[src/rtl/env_gen.sv]
// Per-voice ADSR envelope generator: one IDLE->CALC->DONE pass advances the
// selected voice's stored envelope by a single sample step.
module env_gen #(
    parameter int NUM_VOICES = 3
) (
    input  logic       clk_i,
    input  logic       rst_i,
    input  logic       env_start_i,
    input  logic [1:0] voice_idx_i,
    input  logic       env_gate_i,
    input  logic [3:0] env_attack_i,
    input  logic [3:0] env_decay_i,
    input  logic [3:0] env_sustain_i,
    input  logic [3:0] env_release_i,
    output logic       env_ready_o,
    output logic [7:0] env_o,
    output logic [7:0] env3_o
);

    typedef enum logic [1:0] {S_IDLE, S_CALC, S_DONE} fsm_t;
    typedef enum logic [1:0] {PH_ATTACK, PH_DECAY_SUSTAIN, PH_RELEASE} phase_t;

    fsm_t        state_reg, state_next;
    logic [1:0]  idx_reg;
    logic        gate_reg;
    logic [3:0]  attack_reg, decay_reg, sustain_reg, release_reg;
    logic [7:0]  env_o_reg;

    logic [7:0]  ctx_level [NUM_VOICES];
    phase_t      ctx_phase [NUM_VOICES];
    logic [11:0] ctx_cnt   [NUM_VOICES];
    logic        ctx_gate_q[NUM_VOICES];

    logic        idx_valid;
    logic [7:0]  cur_level, nxt_level, sustain_lvl;
    phase_t      cur_phase, edge_phase, nxt_phase;
    logic [11:0] cur_cnt, edge_cnt, nxt_cnt, period;
    logic        cur_gate_q;
    logic [12:0] cnt_inc;
    logic        step_en;

    function automatic logic [11:0] rate_period(input logic [3:0] sel);
        case (sel)
            4'd0:    rate_period = 12'd1;
            4'd1:    rate_period = 12'd2;
            4'd2:    rate_period = 12'd3;
            4'd3:    rate_period = 12'd4;
            4'd4:    rate_period = 12'd6;
            4'd5:    rate_period = 12'd9;
            4'd6:    rate_period = 12'd11;
            4'd7:    rate_period = 12'd13;
            4'd8:    rate_period = 12'd16;
            4'd9:    rate_period = 12'd39;
            4'd10:   rate_period = 12'd78;
            4'd11:   rate_period = 12'd125;
            4'd12:   rate_period = 12'd156;
            4'd13:   rate_period = 12'd469;
            4'd14:   rate_period = 12'd781;
            default: rate_period = 12'd1250;
        endcase
    endfunction

    always_ff @(posedge clk_i) begin
        if (rst_i) begin
            state_reg   <= S_IDLE;
            idx_reg     <= '0;
            gate_reg    <= 1'b0;
            attack_reg  <= '0;
            decay_reg   <= '0;
            sustain_reg <= '0;
            release_reg <= '0;
            env_o_reg   <= '0;
        end else begin
            state_reg <= state_next;
            if (state_reg == S_IDLE && env_start_i) begin
                idx_reg     <= voice_idx_i;
                gate_reg    <= env_gate_i;
                attack_reg  <= env_attack_i;
                decay_reg   <= env_decay_i;
                sustain_reg <= env_sustain_i;
                release_reg <= env_release_i;
            end
            if (state_reg == S_CALC) begin
                env_o_reg <= idx_valid ? nxt_level : 8'd0;
            end
        end
    end

    always_comb begin
        state_next = state_reg;
        case (state_reg)
            S_IDLE:  if (env_start_i) state_next = S_CALC;
            S_CALC:  state_next = S_DONE;
            S_DONE:  state_next = S_IDLE;
            default: state_next = S_IDLE;
        endcase
    end

    // Context read mux; an out-of-range index reads a harmless idle context.
    always_comb begin
        idx_valid  = int'(idx_reg) < NUM_VOICES;
        cur_level  = '0;
        cur_phase  = PH_RELEASE;
        cur_cnt    = '0;
        cur_gate_q = 1'b0;
        for (int v = 0; v < NUM_VOICES; v++) begin
            if (idx_reg == 2'(v)) begin
                cur_level  = ctx_level[v];
                cur_phase  = ctx_phase[v];
                cur_cnt    = ctx_cnt[v];
                cur_gate_q = ctx_gate_q[v];
            end
        end
    end

    always_comb begin
        edge_phase = cur_phase;
        edge_cnt   = cur_cnt;
        if (gate_reg && !cur_gate_q) begin
            edge_phase = PH_ATTACK;
            edge_cnt   = '0;
        end else if (!gate_reg && cur_gate_q) begin
            edge_phase = PH_RELEASE;
            edge_cnt   = '0;
        end

        case (edge_phase)
            PH_ATTACK:        period = rate_period(attack_reg);
            PH_DECAY_SUSTAIN: period = 12'd3 * rate_period(decay_reg);
            default:          period = 12'd3 * rate_period(release_reg);
        endcase

        // >= so that a period lowered below the running count fires immediately.
        cnt_inc = {1'b0, edge_cnt} + 13'd1;
        step_en = cnt_inc >= {1'b0, period};
        nxt_cnt = step_en ? 12'd0 : cnt_inc[11:0];

        sustain_lvl = {sustain_reg, sustain_reg};
        nxt_level   = cur_level;
        nxt_phase   = edge_phase;
        if (step_en) begin
            case (edge_phase)
                PH_ATTACK: begin
                    if (cur_level == 8'hFF) begin
                        nxt_phase = PH_DECAY_SUSTAIN;
                    end else begin
                        nxt_level = cur_level + 8'd1;
                        if (cur_level == 8'hFE) nxt_phase = PH_DECAY_SUSTAIN;
                    end
                end
                PH_DECAY_SUSTAIN: if (cur_level > sustain_lvl) nxt_level = cur_level - 8'd1;
                default:          if (cur_level != 8'd0) nxt_level = cur_level - 8'd1;
            endcase
        end
    end

    genvar gi;
    generate
        for (gi = 0; gi < NUM_VOICES; gi++) begin : g_voice
            logic [7:0]  level_reg;
            phase_t      phase_reg;
            logic [11:0] rate_cnt_reg;
            logic        gate_q_reg;

            always_ff @(posedge clk_i) begin
                if (rst_i) begin
                    level_reg    <= '0;
                    phase_reg    <= PH_RELEASE;
                    rate_cnt_reg <= '0;
                    gate_q_reg   <= 1'b0;
                end else if (state_reg == S_CALC && idx_reg == 2'(gi)) begin
                    level_reg    <= nxt_level;
                    phase_reg    <= nxt_phase;
                    rate_cnt_reg <= nxt_cnt;
                    gate_q_reg   <= gate_reg;
                end
            end

            assign ctx_level[gi]  = level_reg;
            assign ctx_phase[gi]  = phase_reg;
            assign ctx_cnt[gi]    = rate_cnt_reg;
            assign ctx_gate_q[gi] = gate_q_reg;
        end

        if (NUM_VOICES > 2) begin : g_readback
            assign env3_o = ctx_level[2];
        end else begin : g_no_readback
            assign env3_o = 8'd0;
        end
    endgenerate

    assign env_ready_o = (state_reg == S_DONE);
    assign env_o       = env_o_reg;

endmodule

[config.mk]
export PLATFORM = sky130hd
export DESIGN_NAME = env_gen
export DESIGN_NICKNAME = d
export VERILOG_FILES = /design/src/rtl/env_gen.sv
export SDC_FILE = /design/constraint.sdc
export NUM_CORES = 1
export LEC_CHECK = 0
export CORE_AREA = 2 2 123 125
export CTS_CLUSTER_SIZE = 25
export DETAILED_ROUTE_END_ITERATION = 10
export DIE_AREA = 0 0 125 127
export PLACE_DENSITY = 0.73
export SLEW_MARGIN = 20
export SYNTH_ARGS = -nofsm -noshare
export SYNTH_HDL_FRONTEND = slang
export SYNTH_SLANG_ARGS = --single-unit
[constraint.sdc]
create_clock -name clk_i -period 6.9 [get_ports clk_i]
set_input_delay 1.38 -clock clk_i [delete_from_list [all_inputs] [get_ports clk_i]]
set_output_delay 1.38 -clock clk_i [all_outputs]
set_load 0.01 [all_outputs]
[Word-level counts from Yosys, hierarchy flattened]
Memory sizes are Yosys's and may differ from the RTL's. A register that Yosys moved wholly into a read port is not among the register bits.
Index checks and enable logic that the tools add are counted.
Storage, ports and cells
  register bits after elaboration: 98
  bits in read-only memories: 528
  input bits: 22
  memories: 3
Memory list
  (no name shown): depth 16, bits a word 11, read ports 1, clocked after memory_dff 1, write ports 0, line 43  | case (sel)
  (no name shown): depth 16, bits a word 11, read ports 1, clocked after memory_dff 1, write ports 0, line 43
  (no name shown): depth 16, bits a word 11, read ports 1, clocked after memory_dff 1, write ports 0, line 43
Operators by class
  add/sub/neg operators: 3
  $mul: 2
  order comparisons: 3
  equality and inequality tests: 8
  mux-type cells: 38
  reduce and logical (&&, ||, !) cells: 13
Operator list (count)
  $mux 12: 8
  $mux 8: 8
  $mul 2x12->12 const A: 2
  $mux 4: 6
  $pmux 12 s2: 1
  $mux 2: 10
  $eq 8x8->1 const B: 2
  $pmux 8 s2: 1
  $add 12x1->13 const B: 1
  $ge 13x12->1: 1
  $add 8x1->8 const B: 1
  $gt 8x8->1: 1
  $reduce_bool 8->1: 1
  $sub 8x1->8 const B: 1
  $eq 2x1->1 const B: 3
  $logic_and 1x1->1: 6
  $logic_not 2->1: 3
  $eq 2x2->1 const B: 2
  $pmux 2 s2: 1
  $mux 1: 3
  $logic_not 1->1: 2
  $lt 2x2->1 const B: 1
  $ne 2x2->1 const B: 1
  $reduce_or 2->1: 1

[Depth between registers and ports, before layout]
  depth in word-level cells: 15
  mapped depth: 22
  depth with buffers taken out: 20

[Worst setup path before layout]
No wires, ideal clock.
  path type: register -> register
  start: register idx_reg[1]
  end: register env_o_reg[7] (netlist: env_o[7])
  setup time: 70 ps
  arrival time: 4197 ps
  required time: 6830 ps
  slack: 2632 ps
  stages on the path, launching flop included: 21
  period minus slack after synthesis: 4268 ps
  cell sequence: dfxtp_1 -> mux2_4 -> or3_4 -> and2_1 -> buf_6 -> clkbuf_1 -> nor2_1 -> ha_1 -> and4_1 -> nand3_2 -> xnor2_1 -> nor2_1 -> ha_1 -> a21o_1 -> a21oi_1 -> o21ai_0 -> a21oi_1 -> o21a_1 -> clkbuf_1 -> o211ai_1 -> a21oi_1
On the way
  word-level cells in the longest chain between the ends: 12
  elaborated cells on any way between the ends: 39
  classes of those cells: 3 x add/sub; 3 x order compare; 4 x eq/ne; 23 x mux; 6 x reduce/logical
RTL lines
  start, declared: line 24  | logic [1:0] idx_reg;
  start signal, assigned: line 76  | idx_reg <= voice_idx_i;
  branches (longest 11 deep; another with $add 12x1->13)
  $mux 8 *: line 84  | env_o_reg <= idx_valid ? nxt_level : 8'd0;
  end signal, assigned: line 84
  end, declared: line 27  | logic [7:0] env_o_reg;
Every way passes the cells marked *.
A chain may end at the register's enable or synchronous reset.

[Worst setup path in the final report]
  start: register idx_reg[1]
  end: register g_voice[1].level_reg[0]
On the way
  word-level cells in the longest chain between the ends: 11
  elaborated cells on any way between the ends: 38
  classes of those cells: 3 x add/sub; 2 x order compare; 4 x eq/ne; 22 x mux; 7 x reduce/logical
RTL lines
  branches (longest 11 deep; another with $add 12x1->13)
  end signal, assigned: line 172  | level_reg <= nxt_level;
  end, declared: line 160  | logic [7:0] level_reg;
Several ways; the timed one is not identified.

==> results.json <==
{
  "outcome": "completed",
  "syn_area_per_cell_um2": 8.27,
  "gp_congestion": 0.896,
  "comb_power_share_pct": 18.3,
  "antenna_found_initial": 0,
  "postRouteAntennaNets": 0,
  "layout_setup_ws_ns": 1.43,
  "worstMarginPinSlew_ns": 0.870,
  "synth_area_um2": 7870,
  "wl_met2_um": 8470,
  "vias_per_cell": 5.89,
  "power.switching_uw": 595,
  "yosys.area.top_type": "dfxtp_1",
  "grt_pass1_vias": 6167,
  "min_from": "env_o[7]$_SDFFE_PP0P_",
  "finalSetupViolCount": 0,
  "crit_path_end_kind": "register",
  "dp_hpwl_um": 13200,
  "post-place-ws_ns": 1.49,
  "grt_pass1_wl_um": 30900,
  "finalNetCount": 1043,
  "ys_warn_count": 0,
  "period_share_pct": 79.2,
  "hold_path.class": "register to register",
  "grt_overflow_total": 0,
  "syn_to_final_growth_pct": 12.7,
  "ys_types": 81,
  "synth_top_area_share_pct": 33.3,
  "port-buffer-count": 38,
  "core_area_um2": 14400,
  "timing.rr.start": "idx_reg[1]$_SDFFE_PP0P_",
  "synth_edf_count": 0,
  "routed-wl-met3_um": 1110,
  "max_clock_freq_ghz": 0.183,
  "die_w_um": 125,
  "cts_buffers": 17,
  "root_buffer": "clkbuf_16",
  "p_int_uw": 1510,
  "cts_max_path_buffers": 2,
  "slew_viol_final": 0,
  "antenna_cells": 0,
  "async_flop_share_pct": 0,
  "ys_seq_area_share_pct": 33.3,
  "die_area_um2": 15900,
  "maxCapViolCount": 0,
  "setup.worst_path.class": "register to register",
  "crit_arrival_ns": 5.74,
  "pwr_density_cell_nw_per_um2": 237,
  "fin_setup_tns_ns": 0,
  "synth_top_flop_cell": "dfxtp_1",
  "worstPathRequired_ns": 7.18,
  "fin_crit_ns": 5.47,
  "cts_resized": 0,
  "synth_most_common_cell": "nand2_1",
  "hold_viol": 0,
  "post-cts-setup-buffer-count": 0,
  "start_util_pct": 54.6,
  "clockPowerShare_pct": 43.5,
  "cts_tree": "built",
  "post-route-drc-count": 0,
  "htree_levels": 4,
  "top_layer": "met4",
  "grt_usage_pct": 23.9,
  "critPathLaunch": "idx_reg[1]$_SDFFE_PP0P_",
  "synth_nets": 1034,
  "synth_seq_cells": 131,
  "clkSinkCount": 131,
  "worstSetupStartpointType": "register",
  "fp-row-count": 44,
  "n_fill_cell": 1300,
  "wl_per_cell_um": 16.2,
  "finClkSkew_ns": 0.00946,
  "grt_max_degree": 60,
  "total_leakage_power_uw": 0.00349,
  "cts_hold_buf": 0,
  "routed_wl_um": 18700,
  "clkTransAtPathRegs_ns": 0.06,
  "yosys-top-cells-count": "nand2_1 (141), dfxtp_1 (131), a21oi_1 (96)",
  "p_seq_share_pct": 38.2,
  "vias": 6805,
  "synth_area_leaders": "dfxtp_1 (33%), ha_1 (9.4%), nand2_1 (6.7%)",
  "rsz0062_at_grt": "false",
  "slew_headroom_pct": 41.8,
  "clkLatencyLatePin_ns": 0.43,
  "drt_iter0_markers": 513,
  "drt-met1-wl_um": 8850,
  "die_height_um": 127,
  "switching_share_pct": 28.3,
  "max-vdd-ir-drop_v": 0.000187,
  "layout-drive-gt1-share_pct": 9.36,
  "dr.pass1.iters": 6,
  "io_pins": 39,
  "path_max_fanout": 38,
  "syn_inst": 951
}
[per-layer routing]
layer	vias up	track usage, %
met4	0	6.86
met1	3183	32.9
met3	19	4.90
met2	211	38.2
met5	-	0
li1	3392	-
[cells by family (layout without fill, tap and decap cells)]
group / after synthesis / in the layout / share of synthesized area (%)
buf+inv: 98 / 119 / 5.68
fa+ha+maj: 63 / 63 / 10.1
mux: 38 / 38 / 5.07
compound gates: 263 / 263 / 22.9
xor+xnor: 31 / 31 / 3.45
flops: 131 / 131 / 33.3
simple gates: 327 / 327 / 19.4
[stage by stage]
stage / util [%] / instances / hold WS [ns] / area, µm² / total power, µW
CTS: 61.5 / 1156 / 0.451 / 8870 / 2100
global placement: 57.3 / 1125 / 0.440 / 8270 / 1190
finish: 61.5 / 1156 / 0.449 / 8870 / 2100
detailed placement: 57.3 / 1125 / 0.443 / 8270 / 1200
global route: 61.5 / 1156 / 0.467 / 8870 / 2190
floorplan: - / 951 / 0.431 / 7870 / 1110
[power by group through the flow]
stage / Clock [µW] / Combinational (µW) / Sequential, µW
floorplan: 0 / 295 / 813
global placement: 0 / 375 / 817
detailed placement: 0 / 380 / 818
CTS: 917 / 381 / 802
global route: 957 / 425 / 805
finish: 914 / 385 / 802
[final timing paths]
check / to / slack (ns) / cells after the start
hold reg to reg: env_o[7]$_SDFFE_PP0P_ / 0.45 / 2
setup reg to reg: g_voice[1].level_reg[0]$_SDFFE_PP0P_ / 1.43 / 19
setup / recovery: g_voice[1].level_reg[0]$_SDFFE_PP0P_ / 1.43 / 19
hold / removal: env_o[7]$_SDFFE_PP0P_ / 0.45 / 2
[critical path, stage by stage, from the launching register on]
cell and delay (ns):
dfxtp_2 0.32, buf_4 0.48, mux2_4 0.37, a221oi_1 0.47, and2_1 0.58, nor2_1 0.17
ha_1 0.25, and4_1 0.20, nand3_2 0.12, xnor2_1 0.16, nor2_1 0.08, ha_1 0.34
a21o_1 0.18, a21oi_1 0.12, o21ai_0 0.08, a21oi_1 0.29, o21a_1 0.47, nor2_1 0.11
a22oi_1 0.35, a311oi_1 0.15
[cell type report]
type / instances / area, µm² / share of cell area, %
clock buffers: 23 / 498 / 5.62
repair buffers: 49 / 460 / 5.19
well taps: 184 / 230 / 2.60
multi-input cells: 722 / 4810 / 54.2
flip-flops and latches: 131 / 2620 / 29.6
inverters: 39 / 146 / 1.65
clock inverters: 8 / 100 / 1.13
[cells in the final DEF (no fill, tap or decap), types with 12 or more instances in the layout]
master | netlist | final
nor2_1 | 80 | 80
buf_4 | 4 | 12
clkdlybuf4s50_1 | 0 | 37
nand2_1 | 141 | 141
dfxtp_1 | 131 | 130
xnor2_1 | 26 | 26
inv_1 | 37 | 37
a21oi_1 | 96 | 96
mux2i_1 | 35 | 35
clkbuf_16 | 0 | 17
nor3_1 | 20 | 19
nand3_1 | 18 | 18
o21ai_0 | 32 | 32
ha_1 | 59 | 59
a211oi_1 | 16 | 16
No activity file was read; power rests on OpenSTA's default activity.
